### config.mk
export PLATFORM = sky130hd
export DESIGN_NAME = msg_frame_rx
export DESIGN_NICKNAME = d
export VERILOG_FILES = /design/src/rtl/msg_frame_rx.sv
export SDC_FILE = /design/constraint.sdc
export NUM_CORES = 1
export LEC_CHECK = 0
export BUFFER_PORTS_ARGS = -buffer_cell sky130_fd_sc_hd__buf_2
export CAP_MARGIN = 30
export CORE_MARGIN = 8
export CORE_UTILIZATION = 40
export CTS_BUF_LIST = sky130_fd_sc_hd__clkbuf_4 sky130_fd_sc_hd__clkbuf_8
export CTS_CLUSTER_DIAMETER = 150
export DETAILED_ROUTE_END_ITERATION = 10
export PLACE_DENSITY_LB_ADDON = 0.05
export SLEW_MARGIN = 20
export SYNTH_ARGS = -nofsm -noshare
export SYNTH_HDL_FRONTEND = slang
export SYNTH_SLANG_ARGS = --single-unit
### constraint.sdc
create_clock -name clk -period 1.9 [get_ports clk]
set_input_delay 0.38 -clock clk [delete_from_list [all_inputs] [get_ports clk]]
set_output_delay 0.38 -clock clk [all_outputs]
set_load 0.01 [all_outputs]
### src/rtl/msg_frame_rx.sv
// msg_frame_rx: hunts for a sync byte, collects a fixed-size payload and validates its XOR checksum
module msg_frame_rx #(
    parameter int                   WORD_SIZE        = 8,
    parameter int                   WORDS_PER_PACKET = 4,
    parameter logic [WORD_SIZE-1:0] SYNC_WORD        = 8'hA5,
    parameter int                   TIMEOUT_CLKS     = 24000
) (
    input  logic                                  clk,
    input  logic                                  n_reset,
    input  logic [WORD_SIZE-1:0]                  data_in,
    input  logic                                  data_in_valid,
    output logic [WORD_SIZE*WORDS_PER_PACKET-1:0] data_out,
    output logic                                  data_out_valid,
    output logic                                  err_checksum,
    output logic                                  err_timeout,
    output logic                                  busy
);
    localparam int PW = WORD_SIZE * WORDS_PER_PACKET;
    localparam int CW = $clog2(TIMEOUT_CLKS);
    localparam int IW = $clog2(WORDS_PER_PACKET + 1);

    typedef enum logic [1:0] {HUNT, PAYLOAD, CHECK} state_t;

    state_t               state, state_n;
    logic [IW-1:0]        idx, idx_n;
    logic [WORD_SIZE-1:0] xor_acc, xor_n;
    logic [CW-1:0]        cnt, cnt_n;
    logic [PW-1:0]        stage, stage_n, dout_n;
    logic                 dv_n, ec_n, et_n;

    assign busy = (state != HUNT);

    always_ff @(posedge clk or negedge n_reset) begin
        if (!n_reset) begin
            state          <= HUNT;
            idx            <= '0;
            xor_acc        <= '0;
            cnt            <= '0;
            stage          <= '0;
            data_out       <= '0;
            data_out_valid <= 1'b0;
            err_checksum   <= 1'b0;
            err_timeout    <= 1'b0;
        end else begin
            state          <= state_n;
            idx            <= idx_n;
            xor_acc        <= xor_n;
            cnt            <= cnt_n;
            stage          <= stage_n;
            data_out       <= dout_n;
            data_out_valid <= dv_n;
            err_checksum   <= ec_n;
            err_timeout    <= et_n;
        end
    end

    always_comb begin
        state_n = state;
        idx_n   = idx;
        xor_n   = xor_acc;
        cnt_n   = cnt;
        stage_n = stage;
        dout_n  = data_out;
        dv_n    = 1'b0;
        ec_n    = 1'b0;
        et_n    = 1'b0;
        if (state == HUNT) begin
            if (data_in_valid && data_in == SYNC_WORD) begin
                state_n = PAYLOAD;
                idx_n   = '0;
                xor_n   = '0;
                cnt_n   = '0;
            end
        end else if (!data_in_valid) begin
            // a byte landing on the limit cycle wins over the timeout
            if (cnt == CW'(TIMEOUT_CLKS - 1)) begin
                et_n    = 1'b1;
                state_n = HUNT;
                cnt_n   = '0;
                stage_n = '0;
            end else begin
                cnt_n = cnt + CW'(1);
            end
        end else if (state == PAYLOAD) begin
            cnt_n   = '0;
            stage_n = (stage << WORD_SIZE) | PW'(data_in);
            xor_n   = xor_acc ^ data_in;
            idx_n   = idx + IW'(1);
            state_n = (idx == IW'(WORDS_PER_PACKET - 1)) ? CHECK : PAYLOAD;
        end else begin
            cnt_n   = '0;
            state_n = HUNT;
            dv_n    = (data_in == xor_acc);
            ec_n    = (data_in != xor_acc);
            dout_n  = (data_in == xor_acc) ? stage : data_out;
        end
    end
endmodule

Word-level counts from Yosys, hierarchy flattened:

Cells that the tools add are included.

* register bits: 95
* bits of input ports: 11

* $add $sub $neg: 2
* equal/unequal tests: 8
* multiplexer cells: 30
* bitwise gates (word level): 4
* reduce and logical (&&, ||, !) cells: 11

Operators by type and width (count)
* 32-bit 2-to-1 mux: 3
* 15-bit 2-to-1 mux: 4
* 8-bit 2-to-1 mux: 4
* 32-bit by 8-bit OR with 32-bit output: 1
* 15-bit by 1-bit adder with 15-bit output (second input constant): 1
* 15-bit == test (second input constant): 1
* 2-bit 2-to-1 mux: 6
* 3-bit 2-to-1 mux: 4
* 1-bit 2-to-1 mux: 9
* 8-bit == test: 1
* 8-bit == test (second input constant): 1
* 8-bit inequality test: 1
* 2-bit nonzero test: 4
* 8-bit bitwise XOR: 1
* 3-bit AND reduction: 2
* 2-bit by 1-bit inequality test with 1-bit output (second input constant): 2
* 4-bit AND reduction: 1
* 3-bit by 1-bit adder with 3-bit output (second input constant): 1
* 3-bit by 2-bit == test with 1-bit output (second input constant): 1
* 3-bit nonzero test: 1
* 2-bit by 1-bit == test with 1-bit output (second input constant): 1
* 2-bit logical NOT: 1
* 1-bit inverter: 2
* 2-bit AND reduction: 1
* 1-bit logical AND: 1

Longest topological paths before layout:

* depth after elaboration: 5
* mapped depth: 6

Worst setup path after synthesis:

OpenSTA, ideal clock, no wires.

* path kind: register to register
* start point: reg cnt[0]
* end point: reg cnt[8]
* arrival time: 1.700 ns
* data required time: 1.779 ns
* setup slack: 0.079 ns
* cell stages (with the launch flop): 6
* path buffers: 0
* cells stage by stage: dfrtp_1 -> ha_1 -> nand3_2 -> or4_4 -> a31o_2 -> a22o_1

* word-level cells in the longest chain between the ends: 4
* elaborated cells between the ends (all ways): 5
* those cells by class: 1 x add/sub; 1 x eq/ne; 3 x mux

RTL lines
* start, declared: RTL line 27 `logic [CW-1:0] cnt, cnt_n;`
* start signal, assigned: RTL line 48 `cnt <= cnt_n;`
* 15-bit by 1-bit adder with 15-bit output / 15-bit == test (equally long branches): RTL line 82, 76
* 15-bit 2-to-1 mux (*): RTL line 76 `if (cnt == CW'(TIMEOUT_CLKS - 1)) begin`
* 15-bit 2-to-1 mux (*): RTL line 74 `end else if (!data_in_valid) begin`
* 15-bit 2-to-1 mux (*): RTL line 67 `if (state == HUNT) begin`

Every way passes the cells marked *; elsewhere a longest branch is shown, timed or not.
A chain may end at the register's enable or synchronous reset.

Worst setup path after layout:

* start point: reg cnt[1]
* end point: reg cnt[13]

Same word-level chain as after synthesis.

==> summary.md <==
| Metric | Value |
|---|---|
| Ys Warns | `0` |
| Cells along the critical path | `ha_4 -> nand3_2 -> or4_4 -> buf_4 -> a41oi_1 -> a31oi_1` |
| Sequential share of the synthesized area | `58.19%` |
| P&R area growth vs syn | `19.57%` |
| Clk root buf | `clkbuf_8` |
| Max Buffers Root-to-Sink | `2` |
| H-Tree Depth | `3` |
| Fin. max-slew vios | `0` |
| Power per cell area | `1034 mW/mm^2` |
| Routability Congestion | `0.8187` |
| Metal2 WL | `4.222 mm` |
| Post-synth EDFFs | `0` |
| Synth cell types | `46` |
| PnR Total Power | `0.005050 W` |
| Kind of critical path | `flip-flop to flip-flop` |
| GRT Total Usage | `14.78%` |
| RSZ-0062 raised after global routing | `yes` |
| Vias | `2950` |
| Row cnt | `37` |
| GRT overflow | `0` |
| Most frequent cells in the layout | `95 x dfrtp_1, 45 x buf_2, 33 x a22o_1` |
| Die W | `117.1 um` |
| Port-buffer cells | `46` |
| Final Hold Fails | `0` |
| Clock Sink Count | `95` |
| Critical path required time | `2.13 ns` |
| Largest net degree at the start of global routing | `43` |
| CTS tree | `yes` |
| Total CTS buffers | `9` |
| Final worst-path cycle share | `96.86%` |
| Flop2flop setup slack | `0.06 ns` |
| Initial DRT Pass Iterations | `5` |
| Number of global-route vias before repair | `2884` |
| Worst Clk Skew | `0.008636 ns` |
| Buf+Inv Stages, Crit Path | `1` |
| Maximum vdd ir drop | `0.5096 mV` |
| Clock slew at reported path FFs | `0.10 ns` |
| Worst Setup SP | `cnt[1]$_DFFE_PN0P_` |
| Initial Utilization | `40.29%` |
| Worst-Skew Late Latency | `0.37 ns` |
| Final wirelength | `9.498 mm` |
| First-pass GRT wire length | `15.50 mm` |
| Status | `finished, final reports clean` |
| Most common flop cell mapped by yosys | `dfrtp_1` |
| Slew @ Worst Pin | `0.4207 ns` |
| Reg2Reg Depth | `6` |
| Worst hold margin | `0.3084 ns` |
| Crit Path Max Fanout | `8` |
| Worst min-delay path startpoint | `data_in[4]` |
| Crit start category | `flip-flop` |
| Min Tclk post-route | `1.840 ns` |
| Core area | `0.01014 mm^2` |
| Layout Nets | `412` |
| Post-Syn Area | `0.004085 mm^2` |
| Min-Delay Path Depth | `2` |
| Boundary Pins | `47` |
| Cell count after synthesis | `333` |
| Diodes inserted | `0` |
| Die height | `117.1 um` |
| Critical path's slowest cell | `or4_4` |
| Post-synthesis async set-or-reset flop share | `100.0%` |
| Largest cells by area after synthesis | `dfrtp_1 58%, mux2_2 8.8%, a22o_1 7.1%` |
| Highest Clock Rate | `0.5434 GHz` |
| Flops & latches, synth | `95` |
| Post-synth top area share | `58.19%` |
| Final ANT Viol Nets | `0` |
| LEAKAGE | `2.376 nW` |
| Mapped Nets | `347` |
| Final setup viols | `0` |
| Rel. slew slack | `71.87%` |
| WP data arrival | `2.07 ns` |
| Crit. End Element | `flip-flop` |
| Metal3 WL | `384 um` |
| RR Startpoint | `cnt[1]$_DFFE_PN0P_` |
| Die area | `0.01370 mm^2` |
| DP HPWL | `6.321 mm` |
| Setup bufs post-CTS | `0` |
| Routed vias/inst | `5.473` |
| Wirelength per Cell | `17.62 um` |
| DRT iter0 DRCs | `188` |
| Commonest non-fill, non-tap cell in the layout | `dfrtp_1` |
| Tightest Hold Check Type | `primary input to flip-flop` |
| Syn_area_per_cell | `12.27 um^2` |
| Antenna violations before repair | `0` |
| Critical path's top delay family | `simple AND/OR/NAND/NOR gates` |
| Cell depth of the worst setup path | `6` |
| Max cap viols | `0` |
| Largest area contributor in the netlist | `dfrtp_1` |
| M1 WL | `4.800 mm` |
| Share of cells above drive strength 1 | `33.50%` |
| Remaining DRCs | `0` |
| Max Used Layer | `met4` |
| CP max stage delay | `0.59 ns` |
-- what timing repair did --
| item | CTS | global route |
|---|---|---|
| gates resized for setup | 0 | 4 |
| hold endpoints to repair | 22 | 0 |
| setup endpoints to repair | 0 | 44 |
| hold buffers | 1 | 0 |
-- kinds of logic after synthesis --
logic type,share of synthesized area (%)
flip-flops,58.19
AO/OA/AOI/OAI,15.71
AND/OR/NAND/NOR,11.73
multiplexers,8.821
buffers and inverters,2.910
XOR/XNOR,1.715
adder cells (fa/ha/maj),0.9189
-- worst register-to-register path: stages (launching register included) --
cell and delay [ns]:
dfrtp_1 0.40, ha_4 0.16, nand3_2 0.09, or4_4 0.59, buf_4 0.20, a41oi_1 0.18
a31oi_1 0.08
-- per-stage QoR --
step,instance area (um^2),std cells,setup TNS (ns),utilization [%],setup slack (ns)
final,4885,539,0,48.18,0.05962
after detailed placement,4652,522,-0.06338,45.88,-0.009623
after floorplan,4085,333,0,-,0.07908
after global routing,4885,539,-0.01966,48.18,-0.01022
after global placement,4652,522,0,45.88,0.02670
after CTS,4858,539,0,47.92,0.01847
-- sequential cells by signal, indices dropped and copies added, names as in the netlist --
signal	flops
data_out	32
stage	32
cnt	15
xor_acc	8
idx	3
state	2
data_out_valid	1
err_checksum	1
err_timeout	1
-- worst paths after layout --
check / end
max: cnt[13]$_DFFE_PN0P_
min reg2reg: idx[2]$_DFFE_PN0P_
max reg2reg: cnt[13]$_DFFE_PN0P_
max in group asynchronous: stage[3]$_DFFE_PN0P_
min: stage[4]$_DFFE_PN0P_
min in group asynchronous: cnt[10]$_DFFE_PN0P_
-- layout make-up --
type | instances | area, um^2
clock buffers | 11 | 151.4
clock inverters | 5 | 45.04
fillers | 951 | 5254
inverters | 5 | 18.77
multi-input cells | 214 | 1622
flip-flops and latches | 95 | 2377
well taps | 136 | 170.2
repair buffers | 73 | 500.5
-- where the power goes --
part	total (W)	switching (W)	internal [W]	leakage [nW]
combinational	0.00101	0.000505	0.000505	0.984
clock	0.00133	0.000757	0.000571	0.0989
sequential	0.00271	0.000326	0.00238	1.29
total	0.00505	0.00159	0.00346	2.38
-- synthesized netlist by cell type (2+ instances only) --
library cell / count
and3b_1: 2
a21oi_1: 9
nor2_1: 25
nand3b_1: 6
clkbuf_1: 11
a31oi_1: 17
xnor2_1: 8
ha_1: 3
mux2_2: 32
a22o_2: 2
dfrtp_1: 95
nand4_1: 7
o21ai_0: 15
nand3_1: 11
o31ai_1: 2
buf_6: 3
a22o_1: 33
or4_1: 2
nand3_2: 2
a41oi_1: 3
inv_1: 5
nand2_1: 9
buf_2: 5
and3_1: 4
-- per-layer routing --
| metal | vias up | track usage, % |
|---|---|---|
| met5 | - | 0 |
| met4 | 0 | 4.863 |
| met3 | 7 | 3.746 |
| met2 | 57 | 21.10 |
| met1 | 1505 | 21.29 |
| li1 | 1381 | - |
Power figures use the tool's default switching activity.
